==> src/rtl/serial_bit_tx.sv <==
// Framed serial transmitter: start bit, data MSB-first, even parity, stop bit.
// Every bit is held on x for CLKS_PER_BIT cycles; x is registered.
module serial_bit_tx #(
    parameter int unsigned DATA_W       = 8,
    parameter int unsigned CLKS_PER_BIT = 6
) (
    input  logic              clk,
    input  logic              rst,
    input  logic [DATA_W-1:0] data_in,
    input  logic              start,
    output logic              ready,
    output logic              busy,
    output logic              done,
    output logic              x
);

    localparam int unsigned CNT_W = (CLKS_PER_BIT > 1) ? $clog2(CLKS_PER_BIT) : 1;
    localparam int unsigned BIT_W = (DATA_W > 1) ? $clog2(DATA_W) : 1;
    localparam logic [CNT_W-1:0] CYC_LAST = CNT_W'(CLKS_PER_BIT - 1);
    localparam logic [BIT_W-1:0] BIT_LAST = BIT_W'(DATA_W - 1);

    typedef enum logic [2:0] {StIdle, StStart, StData, StParity, StStop} state_e;

    state_e             state_q, state_d;
    logic [CNT_W-1:0]   cyc_q, cyc_d;
    logic [BIT_W-1:0]   bit_q, bit_d;
    logic [DATA_W-1:0]  shift_q, shift_d;
    logic               parity_q, parity_d;
    logic               done_q, done_d;
    logic               x_q, x_d;
    logic               bit_end;

    always_comb begin
        state_d  = state_q;
        cyc_d    = cyc_q;
        bit_d    = bit_q;
        shift_d  = shift_q;
        parity_d = parity_q;
        done_d   = 1'b0;
        bit_end  = (cyc_q == CYC_LAST);

        if (state_q != StIdle) begin
            cyc_d = bit_end ? '0 : cyc_q + CNT_W'(1);
        end

        case (state_q)
            StIdle: begin
                cyc_d = '0;
                bit_d = '0;
                if (start) begin
                    shift_d  = data_in;
                    parity_d = ^data_in;
                    state_d  = StStart;
                end
            end
            StStart: begin
                if (bit_end) state_d = StData;
            end
            StData: begin
                if (bit_end) begin
                    shift_d = shift_q << 1;
                    if (bit_q == BIT_LAST) begin
                        bit_d   = '0;
                        state_d = StParity;
                    end else begin
                        bit_d = bit_q + BIT_W'(1);
                    end
                end
            end
            StParity: begin
                if (bit_end) state_d = StStop;
            end
            StStop: begin
                if (bit_end) begin
                    state_d = StIdle;
                    done_d  = 1'b1;
                end
            end
            default: state_d = StIdle;
        endcase

        // Line level is derived from the next state so x lines up with the state register.
        case (state_d)
            StStart:  x_d = 1'b1;
            StData:   x_d = shift_d[DATA_W-1];
            StParity: x_d = parity_d;
            default:  x_d = 1'b0;
        endcase
    end

    always_ff @(posedge clk) begin
        if (rst) begin
            state_q  <= StIdle;
            cyc_q    <= '0;
            bit_q    <= '0;
            shift_q  <= '0;
            parity_q <= 1'b0;
            done_q   <= 1'b0;
            x_q      <= 1'b0;
        end else begin
            state_q  <= state_d;
            cyc_q    <= cyc_d;
            bit_q    <= bit_d;
            shift_q  <= shift_d;
            parity_q <= parity_d;
            done_q   <= done_d;
            x_q      <= x_d;
        end
    end

    assign ready = (state_q == StIdle);
    assign busy  = ~ready;
    assign done  = done_q;
    assign x     = x_q;

endmodule

==> config.mk <==
export PLATFORM = sky130hd
export DESIGN_NAME = serial_bit_tx
export DESIGN_NICKNAME = d
export VERILOG_FILES = /design/src/rtl/serial_bit_tx.sv
export SDC_FILE = /design/constraint.sdc
export NUM_CORES = 1
export LEC_CHECK = 0
export ABC_AREA = 0
export CAP_MARGIN = 20
export CORE_AREA = 2 2 56 58
export CTS_BUF_LIST = sky130_fd_sc_hd__clkbuf_2 sky130_fd_sc_hd__clkbuf_4 sky130_fd_sc_hd__clkbuf_8
export DETAILED_ROUTE_END_ITERATION = 7
export DIE_AREA = 0 0 58 60
export DONT_BUFFER_PORTS = 1
export GPL_ROUTABILITY_DRIVEN = 0
export GPL_TIMING_DRIVEN = 0
export PLACE_DENSITY = 0.56
export SYNTH_ARGS = -nofsm -noshare
export SYNTH_HDL_FRONTEND = slang
export SYNTH_SLANG_ARGS = --single-unit
==> constraint.sdc <==
create_clock -name clk -period 3.53 [get_ports clk]
set_input_delay 0.706 -clock clk [delete_from_list [all_inputs] [get_ports clk]]
set_output_delay 0.706 -clock clk [all_outputs]
set_load 0.01 [all_outputs]
Word-level counts from Yosys, hierarchy flattened
Index checks and enable logic that the tools add are counted.
{ "word_totals": {"elab_cells": 49, "ff_bits": 20, "out_inout_bits": 4, "in_bits": 11} }
{ "classes": {"reduce_logical": 8, "n_addsub": 2, "n_mux": 18, "bitwise": 2, "eq_ne": 11} }
{ "op_table": {"columns": ["cell", "count"], "rows": [
  ["2-to-1 mux 3 bit", 9],
  ["2-to-1 mux 8 bit", 2],
  ["case mux 8 bit (2 select lines)", 1],
  ["case mux 3 bit (5 select lines)", 1],
  ["equality test 3 x 2 -> 1 bit (second input constant)", 4],
  ["equality test 3 bit (second input constant)", 3],
  ["parity 8 bit", 1],
  ["adder 3 x 1 -> 3 bit (second input constant)", 2],
  ["equality test 3 x 1 -> 1 bit (second input constant)", 2],
  ["case mux 3 bit (2 select lines)", 1],
  ["!= test 2 bit (second input constant)", 2],
  ["OR reduction 2 bit", 2],
  ["logical NOT 3 bit", 1],
  ["2-to-1 mux 1 bit", 3],
  ["case mux 1 bit (3 select lines)", 1],
  ["AND reduction 3 bit", 1],
  ["nonzero test 3 bit", 1],
  ["NOT 1 bit", 2],
  ["AND reduction 2 bit", 1],
  ["nonzero test 2 bit", 1]
]} }

Logic depth before layout (Yosys ltp)
Gate-level depths: netlist (run 1).
{ "depth": {"word_depth": 6, "ltp_mapped": 7, "mapped_depth_nobuf": 6} }

Worst setup path after synthesis (run 1)
Ideal clock, no wire load.
{ "synth_path": {"path_kind": "register to output", "start": "register state_q[2]", "end": "output port busy", "arrival_ns": 1.096, "setup_slack_ns": 1.728, "stages_incl_launch_ff": 4, "n_path_buf": 1, "t_required_ns": 2.824, "cell_sequence": "dfxtp_1 -> buf_6 -> nor3_1 -> inv_1"} }
{ "synth_via": {"elab_chain_cells": 2} }
{ "synth_lines": {"columns": ["item", "line", "source"], "rows": [
  ["start, declared", "24", "state_e state_q, state_d;"],
  ["start signal, assigned", "93", "state_q <= StIdle;"],
  ["start signal, assigned", "101", "state_q <= state_d;"],
  ["logical NOT 3 bit", "111", "assign ready = (state_q == StIdle);"],
  ["named net ready", "11", "output logic ready,"],
  ["NOT 1 bit", "112", "assign busy = ~ready;"],
  ["end, declared", "12", "output logic busy,"]
]} }
The timed path passes the listed nets, and every way through them passes these cells.

Worst setup path in the final report (run 1)
{ "layout_path": {"start": "register state_q[1]", "end": "output port busy"} }
The elaborated chain is that of the path after synthesis.

==> flow_summary.yaml, run 1 <==
sta:
  maxSlewViolCount: 0
  rsz0062_at_grt: "false"
  setup-tns-final_ns: 0
  clock_skew_ns: 0.000819
  finalHoldViolations: 0
  finalCriticalPeriod_ns: 2.26
  tightest_slew_ns: 0.720
  setup_violations: 0
  fmax_mhz: 443
  relSlewSlack: 0.516
  fin_crit_sh: 0.639
place:
  dp.final_hpwl_um: 1270
  numPortBuffers: 0
cts:
  cts-buffers-inserted: 3
  ctsHoldBuffers: 0
  clkTransAtPathRegs_ns: 0.11
  cts_root_buf: "clkbuf_4"
  cts_tree: "yes"
  clock_latency_ns: 0.30
  h-tree-depth: 1
  ctsResizeCount: 0
  post_cts_buffers: 0
  clockBufferDepth: 2
  clock-sinks: 20
critical_path:
  cp_max_fo: 10
  critical-path-slowest-cell: "nor3_1"
  crit_type: "register to primary output"
  crit_chain: "buf_2, nor3_1, inv_1"
  cp.arrival_ns: 1.55
  worstSetupEndpointType: "primary output"
  required_ns: 2.82
  worstSetupStartpointType: "register"
  max_stage_delay_ns: 0.58
global_route:
  grt_pass1_wl_um: 3060
  grt_usage: 0.116
  grt_pass1_vias: 700
  grt_max_degree: 11
  antenna_found_initial: 0
  grt-ovfl-total: 0
hold_path:
  min_path_type: "register to register"
die:
  start_util: 0.326
  dieArea_sq_um: 3480
  die_w_um: 58
  num_rows: 20
  die_h_um: 60
  io_pins: 15
  core_region_area_sq_um: 2900
run:
  cap_violations: 0
synthesis:
  seq_area_frac_synth: 0.423
  synthCells: 101
  synth_top_area_frac: 0.423
  ys_warn_count: 0
  syn_area_sq_um: 947
  synth.distinct_cells: 28
  synth_fp_nets: 114
  avgSynthCellArea_sq_um: 9.38
  synth-seq-cells: 20
  synth_area_leader_cell: "dfxtp_1"
  synthTopCellsByArea: "dfxtp_1, a22oi_1, xnor2_1"
pwr:
  ir_drop_mv: 0.238
  power.density_nw_per_um2: 395
  leakage_nw: 0.365
routing:
  via_per_inst: 5.07
  drc_errors: 0
  dr.pass1.iters: 4
  vias: 694
  first_iter_violations: 24
  wl_per_cell_um: 12.4
  detail-route-antenna-nets: 0
  finalWirelength_um: 1700
final_layout:
  fin_nets: 119
  antennaDiodeCount: 0
  mostFrequentLayoutCell: "dfxtp_1"
  drive_gt1_frac: 0.106
  final_cell_mix: "dfxtp_1, nand2_1, nor2_1, a22oi_1, a21oi_1"
  utilization: 0.348
  area_growth_pct: 6.74
run_status:
  status: "finished clean"
-- flip-flops by register name (all words and copies together) (netlist names) --
name / cells
bit_q: 3
shift_q: 8
state_q: 3
done: 1
parity_q: 1
x: 1
cyc_q: 3
-- worst paths after layout --
| path | depth (start not counted) | end | slack [ns] | start |
|---|---|---|---|---|
| max | 3 | busy | 1.27 | state_q[1] |
| min reg2reg | 2 | shift_q[3] | 0.46 | shift_q[3] |
| max reg2reg | 5 | x | 1.84 | cyc_q[1] |
| min | 2 | shift_q[3] | 0.46 | shift_q[3] |
-- cell families after synthesis --
family / count (synthesis) / share of synthesized area
XOR/XNOR: 8 / 0.0740
adder cells (fa/ha/maj): 2 / 0.0264
AO/OA/AOI/OAI: 22 / 0.161
AND/OR/NAND/NOR: 39 / 0.230
buffers and inverters: 7 / 0.0528
flip-flops: 20 / 0.423
multiplexers: 3 / 0.0330
-- area by class of cell --
class	count	area [sq um]
Inverter	1	3.75
Sequential cell	20	400
Tap cell	33	41.3
Buffer	6	46.3
Multi-Input combinational cell	74	497
Clock buffer	3	22.5
Fill cell	317	1890
-- per-layer routing --
layer  GRT usage  wire length, um  share of wire
met5           0                0              0
met3      0.0433              107          0.063
met4      0.0299               10         0.0059
met2       0.185              752           0.44
met1       0.147              834           0.49
-- Yosys cell counts, drive strengths merged --
| master | n |
|---|---|
| buf | 4 |
| a21oi | 9 |
| nand2 | 10 |
| a22oi | 9 |
| and2 | 1 |
| a31oi | 1 |
| inv | 1 |
| xor2 | 1 |
| dfxtp | 20 |
| nor3 | 6 |
| nor2b | 2 |
| or3b | 1 |
| and3 | 1 |
| mux2 | 1 |
| nand3b | 2 |
| nor4 | 1 |
| ha | 2 |
| xnor2 | 7 |
| and3b | 1 |
| nor4b | 1 |
| and4b | 1 |
| mux2i | 2 |
| a221o | 1 |
| nand3 | 2 |
| a311oi | 2 |
| nor2 | 10 |
| clkbuf | 2 |
-- report_power, final --
group,internal [mW],switching (mW)
combinational,0.0234,0.0255
clock,0.0398,0.0691
sequential,0.235,0.00629
-- critical path, delay by kind of cell (launching register included) --
kind / cells / cell delay [ns]
DFF: 1 / 0.31
buffers and inverters: 2 / 0.37
and+or+nand+nor: 1 / 0.58
-- through the flow --
step	total power [mW]	worst slack, ns	cells	area, sq um	hold WS, ns
2_1_floorplan	0.287	1.73	101	947	0.437
3_3_place_gp	0.296	1.61	134	988	0.442
4_1_cts	0.406	1.24	137	1010	0.466
3_5_place_dp	0.296	1.60	134	988	0.449
6_report	0.399	1.27	137	1010	0.464
5_1_grt	0.420	1.16	137	1010	0.496
Power figures use the tool's default switching activity.
==> inputs of run 2 (changes only) <==
--- a/config.mk
+++ b/config.mk
@@ -14,7 +14,7 @@
 export DONT_BUFFER_PORTS = 1
 export GPL_ROUTABILITY_DRIVEN = 0
 export GPL_TIMING_DRIVEN = 0
-export PLACE_DENSITY = 0.56
+export PLACE_DENSITY = 0.58
 export SYNTH_ARGS = -nofsm -noshare
 export SYNTH_HDL_FRONTEND = slang
 export SYNTH_SLANG_ARGS = --single-unit
==> constraint.sdc (replaced) <==
create_clock -name clk -period 2.05 [get_ports clk]
set_input_delay 0.41 -clock clk [delete_from_list [all_inputs] [get_ports clk]]
set_output_delay 0.41 -clock clk [all_outputs]
set_load 0.01 [all_outputs]
==> run 2 against run 1 <==
Compared with the run above:
- sequential share of layout area shrank 0.19 points
- cell area is 0.49% higher
- sequential power rose by 72%
- clock power grew 66%
- global-route usage up 0.099 points
- combinational power up 72%
- routed wire length down 0.65%
- first-iteration DRC count down 4.2%
==> flow_summary.yaml, run 2 (synthesis gave the netlist of run 1 again) <==
die:
  io_pins: 15
  start_util: 0.326
  dieArea_sq_um: 3480
  die_h_um: 60
  num_rows: 20
  core_region_area_sq_um: 2900
  die_w_um: 58
run:
  cap_violations: 0
global_route:
  grt_pass1_vias: 654
  antenna_found_initial: 0
  grt_max_degree: 11
  grt_pass1_wl_um: 3020
  grt-ovfl-total: 0
  grt_usage: 0.117
cts:
  h-tree-depth: 1
  cts_tree: "yes"
  clock_latency_ns: 0.29
  ctsHoldBuffers: 0
  clkTransAtPathRegs_ns: 0.10
  clockBufferDepth: 2
  cts-buffers-inserted: 3
  cts_root_buf: "clkbuf_4"
  clock-sinks: 20
critical_path:
  cp_max_fo: 10
  crit_type: "register to primary output"
  cp.arrival_ns: 1.31
  required_ns: 1.64
  worstSetupStartpointType: "register"
  worstSetupEndpointType: "primary output"
final_layout:
  antennaDiodeCount: 0
  drive_gt1_frac: 0.115
  fin_nets: 119
  fillCellCount: 317
  mostFrequentLayoutCell: "dfxtp_1"
  utilization: 0.350
  final_cell_mix: "dfxtp_1, nand2_1, nor2_1, a22oi_1, a21oi_1"
  largest_register_ffs: 8
  regMostFlops: "shift_q"
  area_growth_pct: 7.27
sta:
  tightest_slew_ns: 0.439
  setup-tns-final_ns: 0
  maxSlewViolCount: 0
  relSlewSlack: 0.705
  rsz0062_at_grt: "false"
  worst_hold_slack_ns: 0.243
  fin_crit_sh: 0.837
  setup_violations: 0
  fmax_mhz: 583
  finalHoldViolations: 0
  finalCriticalPeriod_ns: 1.72
  clock_skew_ns: 0.00353
routing:
  drc_errors: 0
  dr.pass1.iters: 4
  first_iter_violations: 23
  detail-route-antenna-nets: 0
  wl_per_cell_um: 12.4
  finalWirelength_um: 1690
  vias: 714
  via_per_inst: 5.21
place:
  numPortBuffers: 0
  dp.final_hpwl_um: 1270
pwr:
  power.density_nw_per_um2: 670
  ir_drop_mv: 0.555
  leakage_nw: 0.366
run_status:
  status: "finished clean"
hold_path:
  min_path_type: "input pin to register"
run 2: cell counts in the layout (fill, tap and decap cells not counted):
No cell type changed its count.
run 2: final timing paths:
kind / startpoint / to / slack (ns) / cells past startpoint
max: state_q[2] / busy / 0.33 / 3
min: data_in[0] / shift_q[0] / 0.24 / 2
max reg2reg: cyc_q[1] / x / 0.38 / 5
min reg2reg: shift_q[3] / shift_q[3] / 0.47 / 2
run 2: through the flow:
step / cell area [sq um] / cells / worst slack, ns / total power, mW
detailed placement: 988 / 134 / 0.363 / 0.510
global placement: 988 / 134 / 0.369 / 0.508
CTS: 1010 / 137 / 0.0491 / 0.695
global route: 1020 / 137 / 0.213 / 0.729
finish: 1020 / 137 / 0.334 / 0.681
floorplan: 947 / 101 / 0.544 / 0.495
run 2: timing repair:
| item | 4_1_cts | 5_1_grt |
|---|---|---|
| setup buffers | 0 | 0 |
| setup endpoints to repair | 0 | 1 |
| resized for setup | 0 | 1 |
run 2: cell type report:
type	count	area, sq um	share of cell area
Buffer	6	46.3	0.0456
Clock buffer	3	22.5	0.0222
Inverter	1	3.75	0.00369
Multi-Input combinational cell	74	502	0.494
Sequential cell	20	400	0.394
Tap cell	33	41.3	0.0406
run 2: critical path: stages, from the launching register on:
cell and delay [ns]:
dfxtp_1 0.32, buf_6 0.13, nor3_2 0.41, inv_1 0.15
run 2: where the power goes:
group,internal (mW),switching [mW]
logic,0.0405,0.0431
registers,0.405,0.0113
clock network,0.0684,0.112
run 2: routing by layer:
layer,up-vias,GRT usage,share of wire
li1,367,-,-
met1,327,0.146,0.50
met2,18,0.182,0.42
met3,2,0.0476,0.064
met5,-,0,0
met4,0,0.0399,0.010
==> inputs of run 3 (changes only) <==
--- a/config.mk
+++ b/config.mk
@@ -14,7 +14,7 @@
 export DONT_BUFFER_PORTS = 1
 export GPL_ROUTABILITY_DRIVEN = 0
 export GPL_TIMING_DRIVEN = 0
-export PLACE_DENSITY = 0.58
+export PLACE_DENSITY = 0.56
 export SYNTH_ARGS = -nofsm -noshare
 export SYNTH_HDL_FRONTEND = slang
 export SYNTH_SLANG_ARGS = --single-unit
==> constraint.sdc (replaced) <==
create_clock -name clk -period 1.7 [get_ports clk]
set_input_delay 0.34 -clock clk [delete_from_list [all_inputs] [get_ports clk]]
set_output_delay 0.34 -clock clk [all_outputs]
set_load 0.01 [all_outputs]
==> run 3 against run 2 <==
Compared with the run above:
- worst hold slack worse by 0.076 ns
- register-to-register slack worse by 0.29 ns
- final cell count is 3.6% higher
- sequential share of layout area is 1.9 points lower
- critical endpoint is now x
==> flow_summary.yaml, run 3 (synthesis gave the netlist of run 1 again) <==
run_status:
  status: "finished clean"
hold_path:
  min_path_type: "input pin to register"
  holdPathStages: 2
  min_to: "shift_q[0]"
  min_from: "data_in[0]"
sta:
  tightest_slew_ns: 0.470
  worst_hold_slack_ns: 0.168
  rsz0062_at_grt: "false"
  setup_violations: 0
  fmax_mhz: 620
  finalHoldViolations: 0
  finalCriticalPeriod_ns: 1.61
  setup-tns-final_ns: 0
  clock_skew_ns: 0.00143
  relSlewSlack: 0.687
  fin_crit_sh: 0.949
  maxSlewViolCount: 0
critical_path:
  reg2reg_to: "x"
  worstSetupEndpointType: "register"
  cp.arrival_ns: 1.79
  critPathBufInv: 2
  worstSetupStartpointType: "register"
  crit_chain: "buf_8, nor4b_4, buf_4, a31oi_4, a221o_1, a21oi_2, a311oi_2"
  required_ns: 1.87
  cp_top_family: "compound AO/OA/AOI/OAI gates"
  critical-path-slowest-cell: "a221o_1"
  cp_max_fo: 7
  rrSetupSlack_ns: 0.09
  r2r_start: "state_q[1]"
  crit_type: "register to register"
  rr_worst_depth: 7
  max_stage_delay_ns: 0.39
die:
  die_w_um: 58
  io_pins: 15
  dieArea_sq_um: 3480
  num_rows: 20
  start_util: 0.326
  core_region_area_sq_um: 2900
  die_h_um: 60
routing:
  wl_per_cell_um: 12.7
  finalWirelength_um: 1800
  dr.pass1.iters: 4
  via_per_inst: 5.15
  drc_errors: 0
  first_iter_violations: 24
  detail-route-antenna-nets: 0
  vias: 731
global_route:
  grt_usage: 0.117
  antenna_found_initial: 0
  grt-ovfl-total: 0
  grt_max_degree: 11
  grt_pass1_vias: 697
  grt_pass1_wl_um: 3080
cts:
  cts_root_buf: "clkbuf_4"
  cts_tree: "yes"
  clock-sinks: 20
  clkTransAtPathRegs_ns: 0.11
  ctsHoldBuffers: 0
  clock_latency_ns: 0.30
  clockBufferDepth: 2
  h-tree-depth: 1
  cts-buffers-inserted: 3
final_layout:
  fin_cells: 142
  fillCellCount: 311
  fin_nets: 124
  mostFrequentLayoutCell: "dfxtp_1"
  final_cell_mix: "dfxtp_1, nand2_1, nor2_1, a22oi_1, a21oi_1"
  largest_register_ffs: 8
  area_growth_pct: 14.7
  antennaDiodeCount: 0
  regMostFlops: "shift_q"
  drive_gt1_frac: 0.211
pwr:
  power.density_nw_per_um2: 769
  leakage_nw: 0.397
  ir_drop_mv: 0.498
  power_mw: 0.835
run:
  cap_violations: 0
place:
  place_inst: 134
  dp.final_hpwl_um: 1270
  numPortBuffers: 0
## run 3: layout make-up
cell class              count  area (sq um)  area share
flip-flops and latches     20           408       0.376
well taps                  33          41.3      0.0380
clock buffers               3          22.5      0.0207
repair buffers              6          45.0      0.0415
plain buffers               5          45.0      0.0415
multi-input cells          74           520       0.479
inverters                   1          3.75     0.00346
## run 3: layer usage
layer	wire length (um)	vias up	GRT usage
met3	118	4	0.0455
met4	17	0	0.0299
met2	847	15	0.192
met1	815	333	0.143
li1	-	379	-
met5	0	-	0
## run 3: where the power goes
group | internal (mW) | total (mW) | switching [mW]
Sequential | 0.487 | 0.501 | 0.0134
Combinational | 0.0550 | 0.112 | 0.0574
Clock | 0.0826 | 0.222 | 0.140
Total | 0.625 | 0.835 | 0.210
## run 3: how the worst max path moves through the flow
stage                          start    to  slack, ns  depth (start not counted)
after floorplan           state_q[2]     x       0.23                          7
after global placement      cyc_q[1]     x       0.06                          5
after detailed placement    cyc_q[1]     x       0.03                          5
after CTS                 state_q[1]     x       0.01                          7
after global routing      state_q[1]  busy     0.0004                          3
final                     state_q[1]     x       0.09                          7
## run 3: worst register-to-register path, delay by kind of cell, from the launching register on
kind	cells	cell delay (ns)
DFF	1	0.34
AOI/OAI and AO/OA	4	0.65
buffers and inverters	2	0.29
and+or+nand+nor	1	0.22
## run 3: repair_timing
item,in CTS,in global routing
pin swaps,1,4
resized for setup,3,9
setup endpoints to repair,3,3
gates cloned,0,0
buffers inserted,1,5
## run 3: per-stage QoR
step	utilization	instance area (sq um)	worst slack [ns]
after CTS	0.356	1030	0.0109
after global routing	0.374	1090	0.000413
after global placement	0.341	988	0.0555
after floorplan	-	947	0.233
after detailed placement	0.341	988	0.0328
final	0.374	1090	0.0866
